==> config.mk <==
export PLATFORM = sky130hd
export DESIGN_NAME = ss_write_data
export DESIGN_NICKNAME = d
export VERILOG_FILES = /design/src/rtl/ss_write_data.sv
export SDC_FILE = /design/constraint.sdc
export NUM_CORES = 1
export LEC_CHECK = 0
export ABC_AREA = 1
export BUFFER_PORTS_ARGS = -buffer_cell sky130_fd_sc_hd__buf_2
export CORE_MARGIN = 8
export CORE_UTILIZATION = 53
export CTS_BUF_LIST = sky130_fd_sc_hd__clkbuf_16
export DETAILED_ROUTE_END_ITERATION = 10
export GPL_ROUTABILITY_DRIVEN = 0
export GPL_TIMING_DRIVEN = 1
export HOLD_SLACK_MARGIN = 0.06
export PLACE_DENSITY = 0.95
export SYNTH_ARGS = -nofsm -noshare
export SYNTH_HDL_FRONTEND = slang
export SYNTH_SLANG_ARGS = --single-unit
==> constraint.sdc <==
create_clock -name i_clk -period 3.6 [get_ports i_clk]
set_clock_uncertainty 0.1 [all_clocks]
set_input_delay 0.72 -clock i_clk [delete_from_list [all_inputs] [get_ports i_clk]]
set_output_delay 0.72 -clock i_clk [all_outputs]
set_load 0.02 [all_outputs]
==> src/rtl/ss_write_data.sv <==
// ---------------------------------------------------------------------------
// ss_write_data
//
// BRAM write-side sequencer. A rising edge on i_start_write_data arms a run
// covering addresses i_si_ram .. i_ei_ram inclusive (modulo 2**SIZE_ADDR).
// During the run every accepted valid/ready beat is written into the BRAM
// through a registered write port, one word per beat. After the last word
// has been written, o_done_write_data pulses for a single cycle.
//
// Ports
//   i_clk              clock, rising edge
//   i_rst_n            asynchronous active-low reset
//   i_start_write_data level input; its rising edge starts or restarts a run
//   i_en_write_data    1 = accept beats, 0 = pause the run
//   i_si_ram           first address of the run, sampled on the start edge
//   i_ei_ram           last address of the run, sampled on the start edge
//   i_valid            producer presents a word on i_data
//   i_data             write data
//   o_ready            block accepts a beat this cycle
//   o_we_ram           BRAM write enable (registered)
//   o_addr_ram         BRAM write address (registered)
//   o_data_ram         BRAM write data (registered)
//   o_count            words written in the current / last run
//   o_done_write_data  one-cycle pulse when a run completes
// ---------------------------------------------------------------------------
module ss_write_data #(
    parameter int SIZE_ADDR = 6,
    parameter int SIZE_DATA = 32
) (
    input  logic                 i_clk,
    input  logic                 i_rst_n,
    input  logic                 i_start_write_data,
    input  logic                 i_en_write_data,
    input  logic [SIZE_ADDR-1:0] i_si_ram,
    input  logic [SIZE_ADDR-1:0] i_ei_ram,
    input  logic                 i_valid,
    input  logic [SIZE_DATA-1:0] i_data,
    output logic                 o_ready,
    output logic                 o_we_ram,
    output logic [SIZE_ADDR-1:0] o_addr_ram,
    output logic [SIZE_DATA-1:0] o_data_ram,
    output logic [SIZE_ADDR:0]   o_count,
    output logic                 o_done_write_data
);

    localparam logic [1:0] ST_IDLE  = 2'd0;
    localparam logic [1:0] ST_WRITE = 2'd1;
    localparam logic [1:0] ST_DONE  = 2'd2;

    localparam logic [SIZE_ADDR-1:0] PTR_ONE = {{(SIZE_ADDR-1){1'b0}}, 1'b1};
    localparam logic [SIZE_ADDR:0]   CNT_ONE = {{SIZE_ADDR{1'b0}}, 1'b1};

    logic [1:0]           r_state;
    logic                 r_start_prev;
    logic [SIZE_ADDR-1:0] r_ptr;
    logic [SIZE_ADDR-1:0] r_end;
    logic [SIZE_ADDR:0]   r_count;
    logic                 r_we;
    logic [SIZE_ADDR-1:0] r_addr;
    logic [SIZE_DATA-1:0] r_data;
    logic                 r_done;

    logic                 w_start_pulse;
    logic                 w_ready;
    logic                 w_beat;
    logic                 w_last;

    // The start pulse is taken straight from the input so a restart is seen
    // in the same cycle it is raised; the history register only remembers
    // the previous level. A start held high through reset release counts as
    // an edge because the history resets to 0.
    assign w_start_pulse = i_start_write_data & ~r_start_prev;

    // A restart always wins over a beat in the same cycle, so ready is
    // masked by the start pulse. Ready never depends on i_valid.
    assign w_ready = (r_state == ST_WRITE) & i_en_write_data & ~w_start_pulse;
    assign w_beat  = i_valid & w_ready;

    // Comparing the pointer against the stored end address (rather than
    // counting words) makes wrap-around runs and the full 2**SIZE_ADDR run
    // (si == ei + 1) fall out naturally.
    assign w_last  = (r_ptr == r_end);

    always_ff @(posedge i_clk or negedge i_rst_n) begin
        if (!i_rst_n) begin
            r_state      <= ST_IDLE;
            r_start_prev <= 1'b0;
            r_ptr        <= '0;
            r_end        <= '0;
            r_count      <= '0;
            r_we         <= 1'b0;
            r_addr       <= '0;
            r_data       <= '0;
            r_done       <= 1'b0;
        end else begin
            r_start_prev <= i_start_write_data;
            r_done       <= 1'b0;

            if (w_start_pulse) begin
                // Start or restart from any state. An aborted run gets no
                // done pulse; words already written stay in the BRAM.
                r_ptr   <= i_si_ram;
                r_end   <= i_ei_ram;
                r_count <= '0;
                r_we    <= 1'b0;
                r_state <= ST_WRITE;
            end else begin
                case (r_state)
                    ST_WRITE: begin
                        if (w_beat) begin
                            r_we    <= 1'b1;
                            r_addr  <= r_ptr;
                            r_data  <= i_data;
                            r_ptr   <= r_ptr + PTR_ONE;
                            r_count <= r_count + CNT_ONE;
                            if (w_last) begin
                                r_state <= ST_DONE;
                            end
                        end else begin
                            // Idle beat or paused: address and data hold.
                            r_we <= 1'b0;
                        end
                    end
                    ST_DONE: begin
                        // Done lands one cycle after the last write strobe.
                        r_done  <= 1'b1;
                        r_we    <= 1'b0;
                        r_state <= ST_IDLE;
                    end
                    default: begin
                        r_we    <= 1'b0;
                        r_state <= ST_IDLE;
                    end
                endcase
            end
        end
    end

    assign o_ready           = w_ready;
    assign o_we_ram          = r_we;
    assign o_addr_ram        = r_addr;
    assign o_data_ram        = r_data;
    assign o_count           = r_count;
    assign o_done_write_data = r_done;

endmodule

==> flow_metrics.tcl, run 1 <==
set metrics [dict create \
    hold_path.startpoint "o_data_ram[2]" \
    postCtsResizedCells 0 \
    setup_tns_ns 0 \
    powerDensity_nw_per_um2 668.9 \
    p_int_mw 1.558 \
    rsz0062_at_grt "false" \
    die-area_sq_um 7559 \
    cts.sinks 62 \
    synth_cell_type_count 25 \
    synth.avg_cell_area_sq_um 8.468 \
    seqPwrFrac 0.406 \
    nNetsFinal 463 \
    crit_arrival_ns 1.64 \
    rr_endpoint "o_count[0]" \
    clock_power_share 0.344 \
    r2r-start "r_start_prev" \
    drc 0 \
    hp-class "reg2reg" \
    die_y_microns 86.95 \
    fin_area_sq_um 3461 \
    switchingPower_uw 757.1 \
    min_path_cells 2 \
    whs_endpoint "o_data_ram[2]" \
    cts_buffers 9 \
    wirelength_microns 6764 \
    syn2layout_area_growth_pct 29.74 \
    cp-end-kind "output pin" \
    timing.hold.ws_ns 0.3715 \
    crit_path_max_fanout 18 \
    place_area_sq_um 3182 \
    io_buffers 96 \
    cts_buffer_depth 2 \
    fin_crit_sh 0.6823 \
    swShare 0.3271 \
    grt-ovfl-total 0 \
    leakage_nw 1.946 \
    start_kind "input port" \
    synthCells 315 \
    rrSetupSlack_ns 1.72 \
    maxCapViolCount 0 \
    grt_pass1_wl_microns 10960 \
    wl_per_cell_microns 13.92 \
    worst-slew-pin-transition_ns 0.9803 \
    cts_root_buffer "clkbuf_16" \
    grt_usage 0.1850 \
    hpwl_microns 4871 \
    period_needed_ns 2.456 \
    yosysSeqAreaShare 0.5816 \
    grt_pass1_vias 2380 \
    met1_usage 0.2075 \
    grt.busiest_layer "met2" \
    max-slew-margin-rel 0.3465 \
    postRouteAntennaNets 0 \
    required_ns 2.78 \
    syn-num-nets 366 \
    slew_viol_final 0 \
    finalHoldViolCount 0 \
    clkLatencyLatePin_ns 0.31 \
    p_total_mw 2.315 \
    finalSetupViolations 0 \
    combPwrFrac 0.249 \
    path_class "in2out" \
    postCtsHoldBufs 0 \
    use_met2 0.3074 \
    num_rows 26 \
    ioPinCount 97 \
    die_w_microns 86.95 \
    initial_utilization 0.5359 \
    nFillCells 425 \
    final_cell_mix "nand2_1 (156), buf_2 (96), dfrtp_1 (62)" \
    path_clk_slew_ns 0.05 \
    grt_use_met3 0.04717 \
    htreeDepth 3 \
    ys_ff_latch 62 \
    drive_gt1_frac 0.2837 \
    viasPerCell 4.926 \
    antenna_found_initial 0 \
    vdd_ir_drop_max_v 0.0003981 \
    netlist_area_sq_um 2668 \
    dr.pass1.iters 4 \
    cts_tree "built" \
    layout.cells.most_common "nand2_1" \
    status "finished clean" \
    grt_max_degree 47 \
    post_cts_buffers 0 \
    n_antenna_cell 0 \
    pre_cts_ws_ns 1.167 \
    rr_worst_depth 6 \
    setup_ws_ns 1.144 \
    fmax_mhz 407.1 \
    via_count 2394 \
    drt-initial-drc-count 103 \
    yosys_warnings 0 \
    coreArea_sq_um 4977 \
]
[stage by stage]
stage          instances  utilization
5_1_grt              486       0.6953
3_5_place_dp         471       0.6393
3_3_place_gp         471       0.6393
2_1_floorplan        315            -
6_report             486       0.6953
4_1_cts              486       0.6953
[worst max-delay path: stages]
cell	delay (ns)
buf_2	0.12
nand2_4	0.19
inv_1	0.24
nor2_1	0.17
buf_2	0.19
[layer usage]
layer	part of all wire	vias up
li1	-	1174
met1	0.37	1096
met2	0.51	98
met3	0.067	26
met4	0.045	0
met5	0	-
[kinds of logic (layout without fill, tap and decap cells)]
| kind of cell | Yosys count | in the layout | synth area share |
|---|---|---|---|
| AND/OR/NAND/NOR | 191 | 191 | 0.2932 |
| flip-flops | 62 | 62 | 0.5816 |
| buffers and inverters | 32 | 133 | 0.05393 |
| AO/OA/AOI/OAI | 23 | 23 | 0.04549 |
| XOR/XNOR | 5 | 5 | 0.01642 |
| adder cells (fa/ha/maj) | 2 | 2 | 0.009379 |
[power by group through the flow]
stage	Combinational, mW	Sequential (mW)	Clock [mW]
6_report	0.577	0.941	0.797
5_1_grt	0.634	0.959	0.851
2_1_floorplan	0.232	1.07	0
3_3_place_gp	0.557	0.939	0
3_5_place_dp	0.577	0.946	0
4_1_cts	0.584	0.938	0.811
[cells in the mapped netlist]
cell        n  share of area
clkbuf_1    1         0.0014
or2_2       1         0.0023
o22ai_1     1         0.0023
nor2_4      1         0.0042
nand4_1     3         0.0070
nand3_1    16          0.030
o21bai_1    2         0.0056
nor2_1     11          0.015
buf_6       1         0.0042
a21oi_1     2         0.0038
buf_2       6          0.011
nand2_2     1         0.0023
dfrtp_1    62           0.58
inv_1      17          0.024
nand4_4     1         0.0080
buf_4       2         0.0056
nand2_1   156           0.22
nand2_4     1         0.0042
xnor2_1     5          0.016
ha_1        2         0.0094
o21ai_1     5         0.0094
o21ai_0    13          0.024
buf_1       1         0.0014
clkbuf_2    1         0.0019
inv_2       3         0.0042
[area by class of cell]
class / count / area [sq um] / share of cell area
repair buffers: 98 / 495.5 / 0.1432
multi-input cells: 221 / 972.2 / 0.2809
inverters: 20 / 75.07 / 0.02169
clock inverters: 6 / 53.80 / 0.01555
clock buffers: 9 / 225.2 / 0.06508
well taps: 70 / 87.58 / 0.02531
flip-flops and latches: 62 / 1551 / 0.4483
[sequential cells by signal (all words and copies together), names as in the netlist]
register           cells
o_data_ram            32
o_count                7
o_addr_ram             6
r_end                  6
r_ptr                  6
r_state                2
o_done_write_data      1
o_we_ram               1
r_start_prev           1
[how the worst max path moves through the flow]
stage | from | end | slack (ns) | depth (start not counted)
global placement | i_start_write_data | o_ready | 1.23 | 5
global route | i_start_write_data | o_ready | 1.05 | 5
floorplan | i_start_write_data | o_ready | 1.40 | 4
CTS | i_start_write_data | o_ready | 1.15 | 5
finish | i_start_write_data | o_ready | 1.14 | 5
detailed placement | i_start_write_data | o_ready | 1.17 | 5
Note: power is estimated with default switching activity, not from simulation.
==> run 2, diff against run 1 <==
==> config.mk (replaced) <==
export PLATFORM = sky130hd
export DESIGN_NAME = ss_write_data
export DESIGN_NICKNAME = d
export VERILOG_FILES = /design/src/rtl/ss_write_data.sv
export SDC_FILE = /design/constraint.sdc
export NUM_CORES = 1
export LEC_CHECK = 0
export ABC_AREA = 0
export BUFFER_PORTS_ARGS = -buffer_cell sky130_fd_sc_hd__buf_2
export CORE_MARGIN = 8
export CORE_UTILIZATION = 49
export CTS_BUF_LIST = sky130_fd_sc_hd__clkbuf_16
export DETAILED_ROUTE_END_ITERATION = 10
export GPL_ROUTABILITY_DRIVEN = 0
export GPL_TIMING_DRIVEN = 1
export HOLD_SLACK_MARGIN = 0.06
export PLACE_DENSITY = 0.9
export SYNTH_ARGS = -nofsm -noshare
export SYNTH_HDL_FRONTEND = slang
export SYNTH_SLANG_ARGS = --single-unit
==> constraint.sdc (replaced) <==
create_clock -name i_clk -period 2.3 [get_ports i_clk]
set_clock_uncertainty 0.1 [all_clocks]
set_input_delay 0.46 -clock i_clk [delete_from_list [all_inputs] [get_ports i_clk]]
set_output_delay 0.46 -clock i_clk [all_outputs]
set_load 0.02 [all_outputs]
==> run 2 against run 1 <==
Sequential share of layout area rose by 0.16 points. Final cell count down 8.2%. Flip-flop and latch count unchanged. Utilization is 2.4 points lower. Global-route usage down 1.4 points. Via count is 9.7% lower. Clock-buffer cell count is the same. Register-to-register slack worse by 1.1 ns. Critical path type is now reg2out. Largest cell class unchanged.
==> flow_metrics.tcl, run 2 <==
set metrics [dict create \
    netlist_area_sq_um 2633 \
    swShare 0.2995 \
    crit_path_max_fanout 3 \
    path_class "reg2out" \
    wl_per_cell_microns 14.13 \
    rrSetupSlack_ns 0.62 \
    grt-ovfl-total 0 \
    start_kind "flip-flop" \
    crit_arrival_ns 1.38 \
    synth_cell_type_count 35 \
    max-slew-margin-rel 0.6862 \
    place_area_sq_um 3157 \
    initial_utilization 0.5122 \
    fin_area_sq_um 3448 \
    ioPinCount 97 \
    io_buffers 96 \
    grt_max_degree 44 \
    final_cell_mix "nand2_1 (138), buf_2 (96), dfrtp_1 (62)" \
    switchingPower_uw 998.3 \
    grt_pass1_vias 2231 \
    yosysSeqAreaShare 0.5894 \
    drt-initial-drc-count 123 \
    htreeDepth 3 \
    r2r-start "r_state[1]" \
    status "finished clean" \
    cts_buffers 9 \
    critPathLaunch "r_state[0]" \
    setup.worst_path.end "o_ready" \
    ys_ff_latch 62 \
    die_y_microns 89.30 \
    rr_endpoint "o_data_ram[14]" \
    cts_tree "built" \
    dr.pass1.iters 5 \
    wirelength_microns 6300 \
    worst-slew-pin-transition_ns 0.4708 \
    drive_gt1_frac 0.3271 \
    rsz0062_at_grt "false" \
    synth.avg_cell_area_sq_um 9.678 \
    cp-end-kind "output pin" \
    cts.sinks 62 \
    rr_worst_depth 6 \
    post_cts_buffers 0 \
    setup_ws_ns 0.3563 \
    timing.hold.ws_ns 0.1798 \
    fmax_mhz 514.5 \
    seqPwrFrac 0.417 \
    yosys_warnings 0 \
    async_flop_share 1.000 \
    leakage_nw 1.890 \
    coreArea_sq_um 5140 \
    ys.flop_type "dfrtp_1" \
    hpwl_microns 4603 \
    synthDominantCellAreaShare 0.5894 \
    dp_cells 429 \
    cts_root_buffer "clkbuf_16" \
    finalSetupViolations 0 \
    ys_top_cells_by_area "dfrtp_1 (59%), nand2_1 (20%), xnor2_1 (3.3%)" \
    maxCapViolCount 0 \
    combPwrFrac 0.206 \
    nNetsFinal 422 \
    vdd_ir_drop_max_v 0.0005185 \
    num_rows 26 \
    syn2layout_area_growth_pct 30.99 \
    pre_cts_ws_ns 0.4888 \
    finalHoldViolCount 0 \
    yosysMostFrequentCell "nand2_1" \
    yosys.area.top_type "dfrtp_1" \
    hp-class "in2reg" \
    n_antenna_cell 0 \
    syn-num-nets 323 \
    synth_edf_count 0 \
    die_w_microns 89.30 \
    setup_tns_ns 0 \
    die-area_sq_um 7974 \
    fin_crit_sh 0.8451 \
    required_ns 1.74 \
    viasPerCell 4.848 \
    drc 0 \
    cts_buffer_depth 2 \
    final_core_util 0.6709 \
    p_int_mw 2.335 \
    grt_usage 0.1712 \
    postRouteAntennaNets 0 \
    powerDensity_nw_per_um2 966.5 \
    synth_common_cells "nand2_1 (138), dfrtp_1 (62), xnor2_1 (10)" \
    synthCells 272 \
    via_count 2162 \
    path_clk_slew_ns 0.05 \
    antenna_found_initial 0 \
    period_needed_ns 1.944 \
    p_total_mw 3.333 \
    clock_power_share 0.378 \
    largest_reg_flops 32 \
    fin_cells 446 \
    layout.cells.most_common "nand2_1" \
    slew_viol_final 0 \
    clkLatencyLatePin_ns 0.32 \
    grt_pass1_wl_microns 10310 \
]
[run 2: metal layers]
layer	vias to the layer above	GRT usage	share of wire
met5	-	0	0
met1	1003	0.1967	0.40
met2	82	0.2875	0.50
met3	11	0.04228	0.076
met4	0	0.09215	0.023
li1	1066	-	-
[run 2: cell families after synthesis]
logic type / share of synthesized area
and+or+nand+nor: 0.2899
DFF: 0.5894
buffers and inverters: 0.03802
xor gates and xnor gates: 0.03992
AOI/OAI and AO/OA: 0.03327
adders and majority gates: 0.009504
[run 2: worst min-delay path by stage]
stage,endpoint,slack (ns),from,depth (start not counted)
floorplan,o_addr_ram[0],0.06,i_rst_n,0
global placement,o_count[5],0.34,i_rst_n,1
detailed placement,o_count[5],0.35,i_rst_n,1
CTS,r_start_prev,0.17,i_start_write_data,1
global route,r_start_prev,0.18,i_start_write_data,1
finish,r_start_prev,0.18,i_start_write_data,1
[run 2: power by group through the flow]
stage	clock, mW	combinational (mW)	sequential [mW]
floorplan	0	0.258	1.56
global placement	0	0.677	1.39
detailed placement	0	0.699	1.40
CTS	1.29	0.699	1.39
global route	1.34	0.759	1.41
finish	1.26	0.686	1.39
[run 2: layout make-up]
type                    instances  area [sq um]
flip-flops and latches         62          1551
inverters                       1         6.256
multi-input cells             195         980.9
fillers                       426          1692
well taps                      70         87.58
repair buffers                102         540.5
clock buffers                   9         225.2
clock inverters                 7         56.30
[run 2: repair_timing]
item | CTS | global route
endpoints found under the hold margin | 19 | 0
resized for setup | 0 | 0
hold buffers | 1 | 0
endpoints found under the setup margin | 0 | 0
[run 2: worst max-delay path, cell delays in order (launching register included)]
cell and delay (ns):
dfrtp_1 0.41, or2b_1 0.27, nor3b_1 0.19, buf_2 0.20
==> run 3, diff against run 2 <==
==> constraint.sdc (replaced) <==
create_clock -name i_clk -period 1.8 [get_ports i_clk]
set_clock_uncertainty 0.1 [all_clocks]
set_input_delay 0.36 -clock i_clk [delete_from_list [all_inputs] [get_ports i_clk]]
set_output_delay 0.36 -clock i_clk [all_outputs]
set_load 0.02 [all_outputs]
==> run 3 against run 2 <==
Design area about the same. Die area stayed put. Register-to-register slack lost 0.43 ns. Sequential share of layout area about the same. Utilization is essentially flat. Clock power is 11% higher. Sequential power is 28% higher. Hold slack worse by 0.084 ns. Clock-buffer cell count is the same. Combinational power rose by 30%. Critical endpoint unchanged.
==> flow_metrics.tcl, run 3 (same netlist as run 2, synthesis figures left out) <==
set metrics [dict create \
    die_y_microns 89.30 \
    clock_power_share 0.345 \
    period_needed_ns 1.760 \
    swShare 0.3043 \
    dp_cells 431 \
    worst-slew-pin-transition_ns 0.3298 \
    cts.sinks 62 \
    drive_gt1_frac 0.3280 \
    hpwl_microns 4731 \
    fin_crit_sh 0.9777 \
    clkLatencyLatePin_ns 0.31 \
    num_rows 26 \
    max-slew-margin-rel 0.7770 \
    hp-class "in2reg" \
    required_ns 1.34 \
    via_count 2170 \
    p_int_mw 2.836 \
    path_class "reg2out" \
    cts_root_buffer "clkbuf_16" \
    io_buffers 96 \
    dr.pass1.iters 4 \
    grt_pass1_vias 2237 \
    crit_arrival_ns 1.30 \
    setup_tns_ns 0 \
    path_clk_slew_ns 0.05 \
    switchingPower_mw 1.240 \
    cp-end-kind "output pin" \
    powerDensity_nw_per_um2 1183 \
    timing.hold.ws_ns 0.09579 \
    crit_path_max_fanout 3 \
    cts_buffer_depth 2 \
    fin_cells 448 \
    cts_tree "built" \
    status "finished clean" \
    grt_usage 0.1721 \
    cts_buffers 9 \
    maxCapViolCount 0 \
    pre_cts_ws_ns 0.1728 \
    htreeDepth 3 \
    drt-initial-drc-count 101 \
    layout.cells.most_common "nand2_1" \
    drc 0 \
    fmax_mhz 568.2 \
    ioPinCount 97 \
    wirelength_microns 6452 \
    die-area_sq_um 7974 \
    n_antenna_cell 0 \
    finalHoldViolCount 0 \
    start_kind "flip-flop" \
    syn2layout_area_growth_pct 30.89 \
    grt_pass1_wl_microns 10370 \
    final_cell_mix "nand2_1 (138), buf_2 (95), dfrtp_1 (62)" \
    antenna_found_initial 0 \
    leakage_nw 1.896 \
    postRouteAntennaNets 0 \
    p_total_mw 4.076 \
    viasPerCell 4.844 \
    seqPwrFrac 0.436 \
    grt_max_degree 63 \
    slew_viol_final 0 \
    vdd_ir_drop_max_v 0.0008443 \
    setup_ws_ns 0.04020 \
    seqCellArea_sq_um 1551 \
    wl_per_cell_microns 14.40 \
    coreArea_sq_um 5140 \
    nFillCells 431 \
    die_w_microns 89.30 \
    largest_reg_flops 32 \
    nNetsFinal 425 \
    multi_input_comb_area_sq_um 985.9 \
    combPwrFrac 0.219 \
    grt-ovfl-total 0 \
    initial_utilization 0.5122 \
    finalSetupViolations 0 \
    rsz0062_at_grt "true" \
]
run 3: changes by cell type in the layout (fill, tap and decap cells not counted), sizes merged:
cell    change
inv         +2
clkinv      -2
bufinv      -1
buf         +3
run 3: path summary, 6_finish.rpt:
path                                         start             end  slack (ns)  depth (start not counted)
worst max-delay path                    r_state[1]         o_ready        0.04                          3
max in group asynchronous                  i_rst_n   o_addr_ram[1]        0.84                          3
worst min register to register      o_data_ram[11]  o_data_ram[11]        0.37                          2
worst max register to register          r_state[1]  o_data_ram[26]        0.19                          6
worst min-delay path            i_start_write_data    r_start_prev         0.1                          1
min in group asynchronous                  i_rst_n  o_data_ram[23]        0.47                          3
run 3: per-layer routing:
metal | global-route usage | up-vias | share of wire
met1 | 0.1998 | 1018 | 0.40
met5 | 0 | - | 0
met4 | 0.08610 | 0 | 0.013
met3 | 0.03952 | 6 | 0.065
met2 | 0.2916 | 71 | 0.52
li1 | - | 1075 | -
run 3: stage by stage:
step,instance area [sq um],util
6_report,3446,0.6704
5_1_grt,3446,0.6704
4_1_cts,3443,0.6699
3_5_place_dp,3172,0.6171
3_3_place_gp,3172,0.6171
2_1_floorplan,2633,-
run 3: area by class of cell:
type / instances / area share
sequential: 62 / 0.4503
multi-input combinational: 195 / 0.2861
timing repair buffer: 105 / 0.1641
clock buffer: 9 / 0.06536
tap: 70 / 0.02542
clock inverter: 6 / 0.006899
inverter: 1 / 0.001816
run 3: power by group through the flow:
| stage | Clock, mW | Sequential [mW] | Combinational (mW) |
|---|---|---|---|
| 5_1_grt | 1.52 | 1.81 | 0.982 |
| 4_1_cts | 1.45 | 1.78 | 0.908 |
| 3_3_place_gp | 0 | 1.78 | 0.869 |
| 6_report | 1.40 | 1.78 | 0.895 |
| 3_5_place_dp | 0 | 1.79 | 0.897 |
| 2_1_floorplan | 0 | 1.99 | 0.330 |
run 3: worst max-delay path: stages (launching register included):
cell and delay (ns):
dfrtp_1 0.39, or2b_1 0.27, nor3b_2 0.16, buf_4 0.16
run 3: repair_timing:
action                                  CTS  global route
hold buffers                              1             0
buffers inserted                          1             0
hold endpoints to repair                 62             0
cloned                                    0             0
gates resized for setup                   1             1
endpoints found under the setup margin    1             1
